### config.mk
export PLATFORM = sky130hd
export DESIGN_NAME = apu_dac_mixer_flat
export DESIGN_NICKNAME = d
export VERILOG_FILES = /design/src/rtl/apu_dac_mixer_if.sv /design/src/rtl/apu_dac_mixer.sv /design/src/flat_wrapper.sv
export SDC_FILE = /design/constraint.sdc
export NUM_CORES = 1
export LEC_CHECK = 0
export ABC_AREA = 1
export BUFFER_PORTS_ARGS = -buffer_cell sky130_fd_sc_hd__clkbuf_2
export CORE_UTILIZATION = 54
export CTS_BUF_LIST = sky130_fd_sc_hd__clkbuf_8
export CTS_CLUSTER_SIZE = 12
export DETAILED_ROUTE_END_ITERATION = 6
export GPL_TIMING_DRIVEN = 0
export PLACE_DENSITY_LB_ADDON = 0.3
export SYNTH_ARGS = -nofsm -noshare
export SYNTH_HDL_FRONTEND = slang
export SYNTH_SLANG_ARGS = --single-unit
export TNS_END_PERCENT = 100
### constraint.sdc
create_clock -name CLK -period 4 [get_ports CLK]
set_clock_uncertainty 0.1 [all_clocks]
set_input_delay 0.6 -clock CLK [delete_from_list [all_inputs] [get_ports CLK]]
set_output_delay 0.6 -clock CLK [all_outputs]
set_load 0.1 [all_outputs]
### src/rtl/apu_dac_mixer_if.sv
// Channel/gain/result bundle of the APU DAC mixer.
// master: the side that requests mixes (APU control); slave: the mixer itself.
interface apu_dac_mixer_if #(
  parameter int unsigned NUM_CH = 5,
  parameter int unsigned CH_W   = 7,
  parameter int unsigned GAIN_W = 4,
  parameter int unsigned OUT_W  = 12
);
  logic                       SAMPLE;
  logic [NUM_CH*CH_W-1:0]     CH_IN;
  logic [NUM_CH*GAIN_W-1:0]   GAIN;
  logic                       CLR_DROP;
  logic [OUT_W-1:0]           OUT;
  logic                       OUT_VALID;
  logic                       BUSY;
  logic                       DROP;
  logic                       CLIP;

  modport master (
    output SAMPLE, CH_IN, GAIN, CLR_DROP,
    input  OUT, OUT_VALID, BUSY, DROP, CLIP
  );

  modport slave (
    input  SAMPLE, CH_IN, GAIN, CLR_DROP,
    output OUT, OUT_VALID, BUSY, DROP, CLIP
  );
endinterface

### src/rtl/apu_dac_mixer.sv
// APU DAC mixer: time-multiplexed weighted sum of NUM_CH unsigned channel
// levels, one multiply-accumulate per clock, result strobed with OUT_VALID.
// Optional feature: define DAC_MIX_CLAMP_EN to saturate overrange results
// (OUT all ones, CLIP=1); otherwise the result wraps modulo 2^OUT_W and CLIP=0.
module apu_dac_mixer #(
  parameter int unsigned NUM_CH = 5,
  parameter int unsigned CH_W   = 7,
  parameter int unsigned GAIN_W = 4,
  parameter int unsigned OUT_W  = 12,
  parameter int unsigned SHIFT  = 0
) (
  input  logic            CLK,
  input  logic            n_RES,
  apu_dac_mixer_if.slave  bus
);

  localparam int unsigned IDX_W  = (NUM_CH > 1) ? $clog2(NUM_CH) : 1;
  localparam int unsigned PROD_W = CH_W + GAIN_W;
  localparam int unsigned ACC_W  = PROD_W + $clog2(NUM_CH);

  typedef enum logic [1:0] {
    IDLE,
    ACC,
    DONE
  } state_t;

  state_t               state;
  state_t               state_nxt;

  logic [CH_W-1:0]      ch_q   [NUM_CH];
  logic [GAIN_W-1:0]    gain_q [NUM_CH];
  logic [IDX_W-1:0]     idx;
  logic [ACC_W-1:0]     acc;

  logic [PROD_W-1:0]    prod;
  logic [ACC_W-1:0]     sum;
  logic [ACC_W-1:0]     scaled;
  logic                 accept;
  logic                 last;
  logic                 busy_hit;
  logic [OUT_W-1:0]     out_nxt;
  logic                 clip_nxt;

  logic [OUT_W-1:0]     out_q;
  logic                 valid_q;
  logic                 clip_q;
  logic                 drop_q;

  // Per-cycle MAC term, final-sum scaling and range handling
  always_comb begin
    accept   = bus.SAMPLE && (state != ACC);
    busy_hit = bus.SAMPLE && (state == ACC);
    last     = (state == ACC) && (idx == IDX_W'(NUM_CH - 1));
    prod     = PROD_W'(ch_q[idx]) * PROD_W'(gain_q[idx]);
    sum      = acc + ACC_W'(prod);
    scaled   = sum >> SHIFT;
`ifdef DAC_MIX_CLAMP_EN
    if ({{OUT_W{1'b0}}, scaled} > {{ACC_W{1'b0}}, {OUT_W{1'b1}}}) begin
      out_nxt  = '1;
      clip_nxt = 1'b1;
    end else begin
      out_nxt  = OUT_W'(scaled);
      clip_nxt = 1'b0;
    end
`else
    out_nxt  = OUT_W'(scaled);
    clip_nxt = 1'b0;
`endif
  end

  // State register
  always_ff @(posedge CLK) begin
    if (!n_RES) state <= IDLE;
    else        state <= state_nxt;
  end

  // Next-state: DONE accepts a new request just like IDLE
  always_comb begin
    state_nxt = state;
    case (state)
      IDLE:    if (accept) state_nxt = ACC;
      ACC:     if (last)   state_nxt = DONE;
      DONE:    state_nxt = accept ? ACC : IDLE;
      default: state_nxt = IDLE;
    endcase
  end

  // Datapath: snapshot, accumulate, and result registers.
  // The last MAC's sum is loaded straight into OUT so the strobe lines up
  // with the DONE cycle instead of costing an extra cycle.
  always_ff @(posedge CLK) begin
    if (!n_RES) begin
      for (int unsigned i = 0; i < NUM_CH; i++) begin
        ch_q[i]   <= '0;
        gain_q[i] <= '0;
      end
      acc     <= '0;
      idx     <= '0;
      out_q   <= '0;
      valid_q <= 1'b0;
      clip_q  <= 1'b0;
      drop_q  <= 1'b0;
    end else begin
      if (accept) begin
        for (int unsigned i = 0; i < NUM_CH; i++) begin
          ch_q[i]   <= bus.CH_IN[i*CH_W +: CH_W];
          gain_q[i] <= bus.GAIN[i*GAIN_W +: GAIN_W];
        end
        acc <= '0;
        idx <= '0;
      end else if (state == ACC) begin
        acc <= sum;
        if (!last) idx <= idx + IDX_W'(1);
      end

      valid_q <= last;
      clip_q  <= last ? clip_nxt : 1'b0;
      if (last) out_q <= out_nxt;

      if (busy_hit)          drop_q <= 1'b1;
      else if (bus.CLR_DROP) drop_q <= 1'b0;
    end
  end

  assign bus.OUT       = out_q;
  assign bus.OUT_VALID = valid_q;
  assign bus.CLIP      = clip_q;
  assign bus.DROP      = drop_q;
  assign bus.BUSY      = (state == ACC);

endmodule
### src/flat_wrapper.sv
// flat-port wrapper written by rule: the top's interface ports become plain ports
module apu_dac_mixer_flat 
#(
  parameter int unsigned NUM_CH = 5,
  parameter int unsigned CH_W   = 7,
  parameter int unsigned GAIN_W = 4,
  parameter int unsigned OUT_W  = 12,
  parameter int unsigned SHIFT  = 0
)
  (CLK, n_RES, bus_SAMPLE, bus_CH_IN, bus_GAIN, bus_CLR_DROP, bus_OUT, bus_OUT_VALID, bus_BUSY, bus_DROP, bus_CLIP);
  apu_dac_mixer_if #(.NUM_CH(NUM_CH), .CH_W(CH_W), .GAIN_W(GAIN_W), .OUT_W(OUT_W)) bus_i ();
  input  logic CLK;
  input  logic n_RES;
  input wire logic [$bits(bus_i.SAMPLE)-1:0] bus_SAMPLE;
  input wire logic [$bits(bus_i.CH_IN)-1:0] bus_CH_IN;
  input wire logic [$bits(bus_i.GAIN)-1:0] bus_GAIN;
  input wire logic [$bits(bus_i.CLR_DROP)-1:0] bus_CLR_DROP;
  output wire logic [$bits(bus_i.OUT)-1:0] bus_OUT;
  output wire logic [$bits(bus_i.OUT_VALID)-1:0] bus_OUT_VALID;
  output wire logic [$bits(bus_i.BUSY)-1:0] bus_BUSY;
  output wire logic [$bits(bus_i.DROP)-1:0] bus_DROP;
  output wire logic [$bits(bus_i.CLIP)-1:0] bus_CLIP;
  assign bus_i.SAMPLE = bus_SAMPLE;
  assign bus_i.CH_IN = bus_CH_IN;
  assign bus_i.GAIN = bus_GAIN;
  assign bus_i.CLR_DROP = bus_CLR_DROP;
  assign bus_OUT = bus_i.OUT;
  assign bus_OUT_VALID = bus_i.OUT_VALID;
  assign bus_BUSY = bus_i.BUSY;
  assign bus_DROP = bus_i.DROP;
  assign bus_CLIP = bus_i.CLIP;
  apu_dac_mixer #(.NUM_CH(NUM_CH), .CH_W(CH_W), .GAIN_W(GAIN_W), .OUT_W(OUT_W), .SHIFT(SHIFT)) u_core (.CLK(CLK), .n_RES(n_RES), .bus(bus_i));
endmodule
==> impl_results.md <==
* Distinct cells, synth at 31
* Non-filler cells, final at 868
* CP Capture Type: flop
* WL/cell at 13.5 um
* First-pass GRT wire length at 18.9 mm
* Pleak at 3.27 nW
* Num ports at 75
* VDD IR max at 253 uV
* Int Power at 1.67 mW
* Final core occ at 68.0%
* CP top delay family: adder cells
* Worst path most repeated cell: nand2_1
* Vias per cell at between 5 and 6
* # rows at 35
* H-tree levels at 3
* Fin crit period at 4120 ps
* Largest net degree at the start of global routing at 65
* Worst slew margin at 62.4%
* Reg clk slew, reported paths at 90 ps
* Slew Viols, Final at 0
* CTS sink cnt at 89
* Fin Hold WS at ~370 ps
* Post-synthesis sequential area ratio at 44.8%
* N_diodes at 0
* Net Sw Power at between 0.8 and 0.9 mW
* Hold Crit Class: reg -> reg
* Global route overflow at 0
* DRT iter0 DRCs at 258
* Critical-path maximum fanout at 5
* Worst path bufs/invs at 7
* PnR Total Power at 2.52 mW
* # Max-Cap Violations at 0
* Yosys reg bits at 89
* Failing checks: setup timing
* Fin. Hold Viols at 0
* F_max at around 240 MHz
* CP Data Required Time at approximately 4200 ps
* CP peak stage delay at about 520 ps
* Period utilization at 103%
* Number of buffers added on ports at between 70 and 80
* Final Cell Area at 6320 um^2
* Critical path's slowest cell: fa_1
* Number of global-route vias before repair at 4,219
* Cells after DPL at 839
* Drt pass-1 iters at 5
* Reg power frac at a little over two fifths
* Chip Width at 100 um
* CTS Buf Count at 9
* Comb power frac at about a third
* Chip Height at 100 um
* RSZ-0062 raised after global routing: yes
* Final setup viols at 11
* Gpl congestion at between 0.9 and 1
* Area delta synth->final at 21.4%
* Syn nets at 737
* Placed Area at 5730 um^2
* Final ANT Viol Nets at 0
* Pwr dens at ~400 nW/um^2
* Worst-Skew Late Latency at 370 ps
* Arr. time, crit path at about 4300 ps
* Mapped Cells at 638
* Syn Area/Cell at 8.16 um^2
* Core area at 9280 um^2
* Nets at 833
* DRC at 0
* Vias at 4,345
* CTS max path bufs at 2
* Share of layout cells above drive strength 1 at between 20 and 30%
* Final WL at between 10 and 15 mm
* Net Sw Frac at 33.5%
* Synth warn at 0
* Least-Margin Pin Slew at between 500 and 600 ps
* Min-delay src: u_core.acc[1]
* Status: complete, but fails checks
* DP HPWL at 8.16 mm
* Initial antenna violation count at 0
* TritonCTS clock tree: built
* DIE AREA at between 10,000 and 15,000 um^2
* Total track usage at roughly a quarter
* Final worst-path setup slack at -120 ps
* Crit path launch type: flop
* Post-Syn Area at 5200 um^2
* Worst Path Class, Setup: reg -> reg
* Share of total power in the clock network at 26.0%
* CTS Root Cell: clkbuf_8
* Starting density of the core at 56.1%
==> registers in the layout (all words and copies together) (netlist names), named ones only <==
register              cells
u_core.idx                3
u_core.acc               12
u_core.state              2
u_core.bus.OUT_VALID      1
u_core.ch_q              35
u_core.gain_q            20
u_core.bus.OUT           12
u_core.bus.DROP           1
==> power by group through the flow <==
stage / clock network (mW) / registers [mW] / logic [mW]
6_report: 0.654 / 1.06 / 0.804
3_5_place_dp: 0 / 1.08 / 0.575
2_1_floorplan: 0 / 1.07 / 0.425
4_1_cts: 0.656 / 1.06 / 0.672
5_1_grt: 0.702 / 1.06 / 0.889
3_3_place_gp: 0 / 1.07 / 0.555
==> logic make-up after synthesis <==
| logic type | Yosys count | share of synthesized area, % |
|---|---|---|
| AO/OA/AOI/OAI | 73 | 8.20 |
| XOR/XNOR | 4 | 0.673 |
| adder cells (fa/ha/maj) | 40 | 12.2 |
| buffers and inverters | 169 | 13.5 |
| flip-flops | 89 | 44.8 |
| other | 1 | 0.0721 |
| AND/OR/NAND/NOR | 262 | 20.5 |
==> area by class of cell <==
cell class / count / area, um^2
clock inverters: 5 / 56.3
fillers: 740 / 2970
multi-input cells: 380 / 2430
well taps: 129 / 161
inverters: 150 / 568
flip-flops and latches: 89 / 2340
clock buffers: 11 / 151
plain buffers: 19 / 146
repair buffers: 85 / 462
==> worst register-to-register path: stages (launching register included) <==
cell and delay, ps:
dfxtp_4 390, buf_6 140, buf_6 110, nor2_2 90, nor2_1 40, o21ai_1 70, o21ai_1 100, nand2_1 90
o21ai_2 80, inv_2 120, nor2_2 60, fa_1 490, fa_1 520, inv_1 50, fa_1 490, inv_2 50
ha_4 330, nand2_4 90, inv_2 70, nand2_1 60, nand2_1 80, nand2_2 60, nand4_1 150, nand3_1 90
nand2_1 80, inv_1 40
==> cell usage after synthesis, drive strengths merged <==
master    n  area share, %
o22ai     3           0.72
and3      1           0.12
ha       22            5.3
nand2    82            6.0
xor2      3           0.51
o21ai    45            4.8
inv     149             11
nor3      1           0.19
or2       1           0.12
clkinv    1          0.072
a21o      2           0.29
o21a      3           0.43
dfxtp    34             13
fa       18            6.9
nand4     2           0.24
buf      19            2.7
nor2    146             11
a21oi    20            1.9
edfxtp   55             32
nand3    29            2.9
conb      1          0.072
xnor2     1           0.17
==> path summary, 6_finish.rpt <==
kind	endpoint	slack, ps	cells past startpoint
setup / recovery	u_core.acc[11]	-120	25
hold / removal	u_core.acc[1]	370	2
setup reg to reg	u_core.acc[11]	-120	25
hold reg to reg	u_core.acc[1]	370	2
==> routing by layer <==
metal / wire [um] / GRT usage (%) / vias to the layer above
met1: 4840 / 29.7 / 2063
met2: 6090 / 44.7 / 122
li1: - / - / 2139
met3: 528 / 3.90 / 21
met5: 0 / 0 / -
met4: 236 / 8.47 / 0
==> timing repair <==
action	in CTS	in global routing
cloned	2	0
pin swaps	8	38
setup endpoints to repair	16	16
setup buffers	7	4
resized for setup	38	48
hold buffers	0	0
==> layout by cell type, fill, tap and decap left out, drive strengths merged, types with 3 or more instances in the layout <==
master | Yosys | final
xor2 | 3 | 3
o21ai | 45 | 45
dfxtp | 34 | 34
inv | 149 | 150
ha | 22 | 22
clkinv | 1 | 4
a21oi | 20 | 20
o22ai | 3 | 3
o21a | 3 | 3
clkbuf | 0 | 83
nor2 | 146 | 146
buf | 19 | 32
nand3 | 29 | 29
fa | 18 | 18
nand2 | 82 | 82
edfxtp | 55 | 55
==> per-stage QoR <==
| step | worst slack, ps | TNS (ps) |
|---|---|---|
| 2_1_floorplan | 111 | 0 |
| 3_3_place_gp | -353 | -4140 |
| 3_5_place_dp | -447 | -5500 |
| 4_1_cts | -30.6 | -50.8 |
| 5_1_grt | -281 | -3310 |
| 6_report | -120 | -444 |
Power figures use the tool's default switching activity.
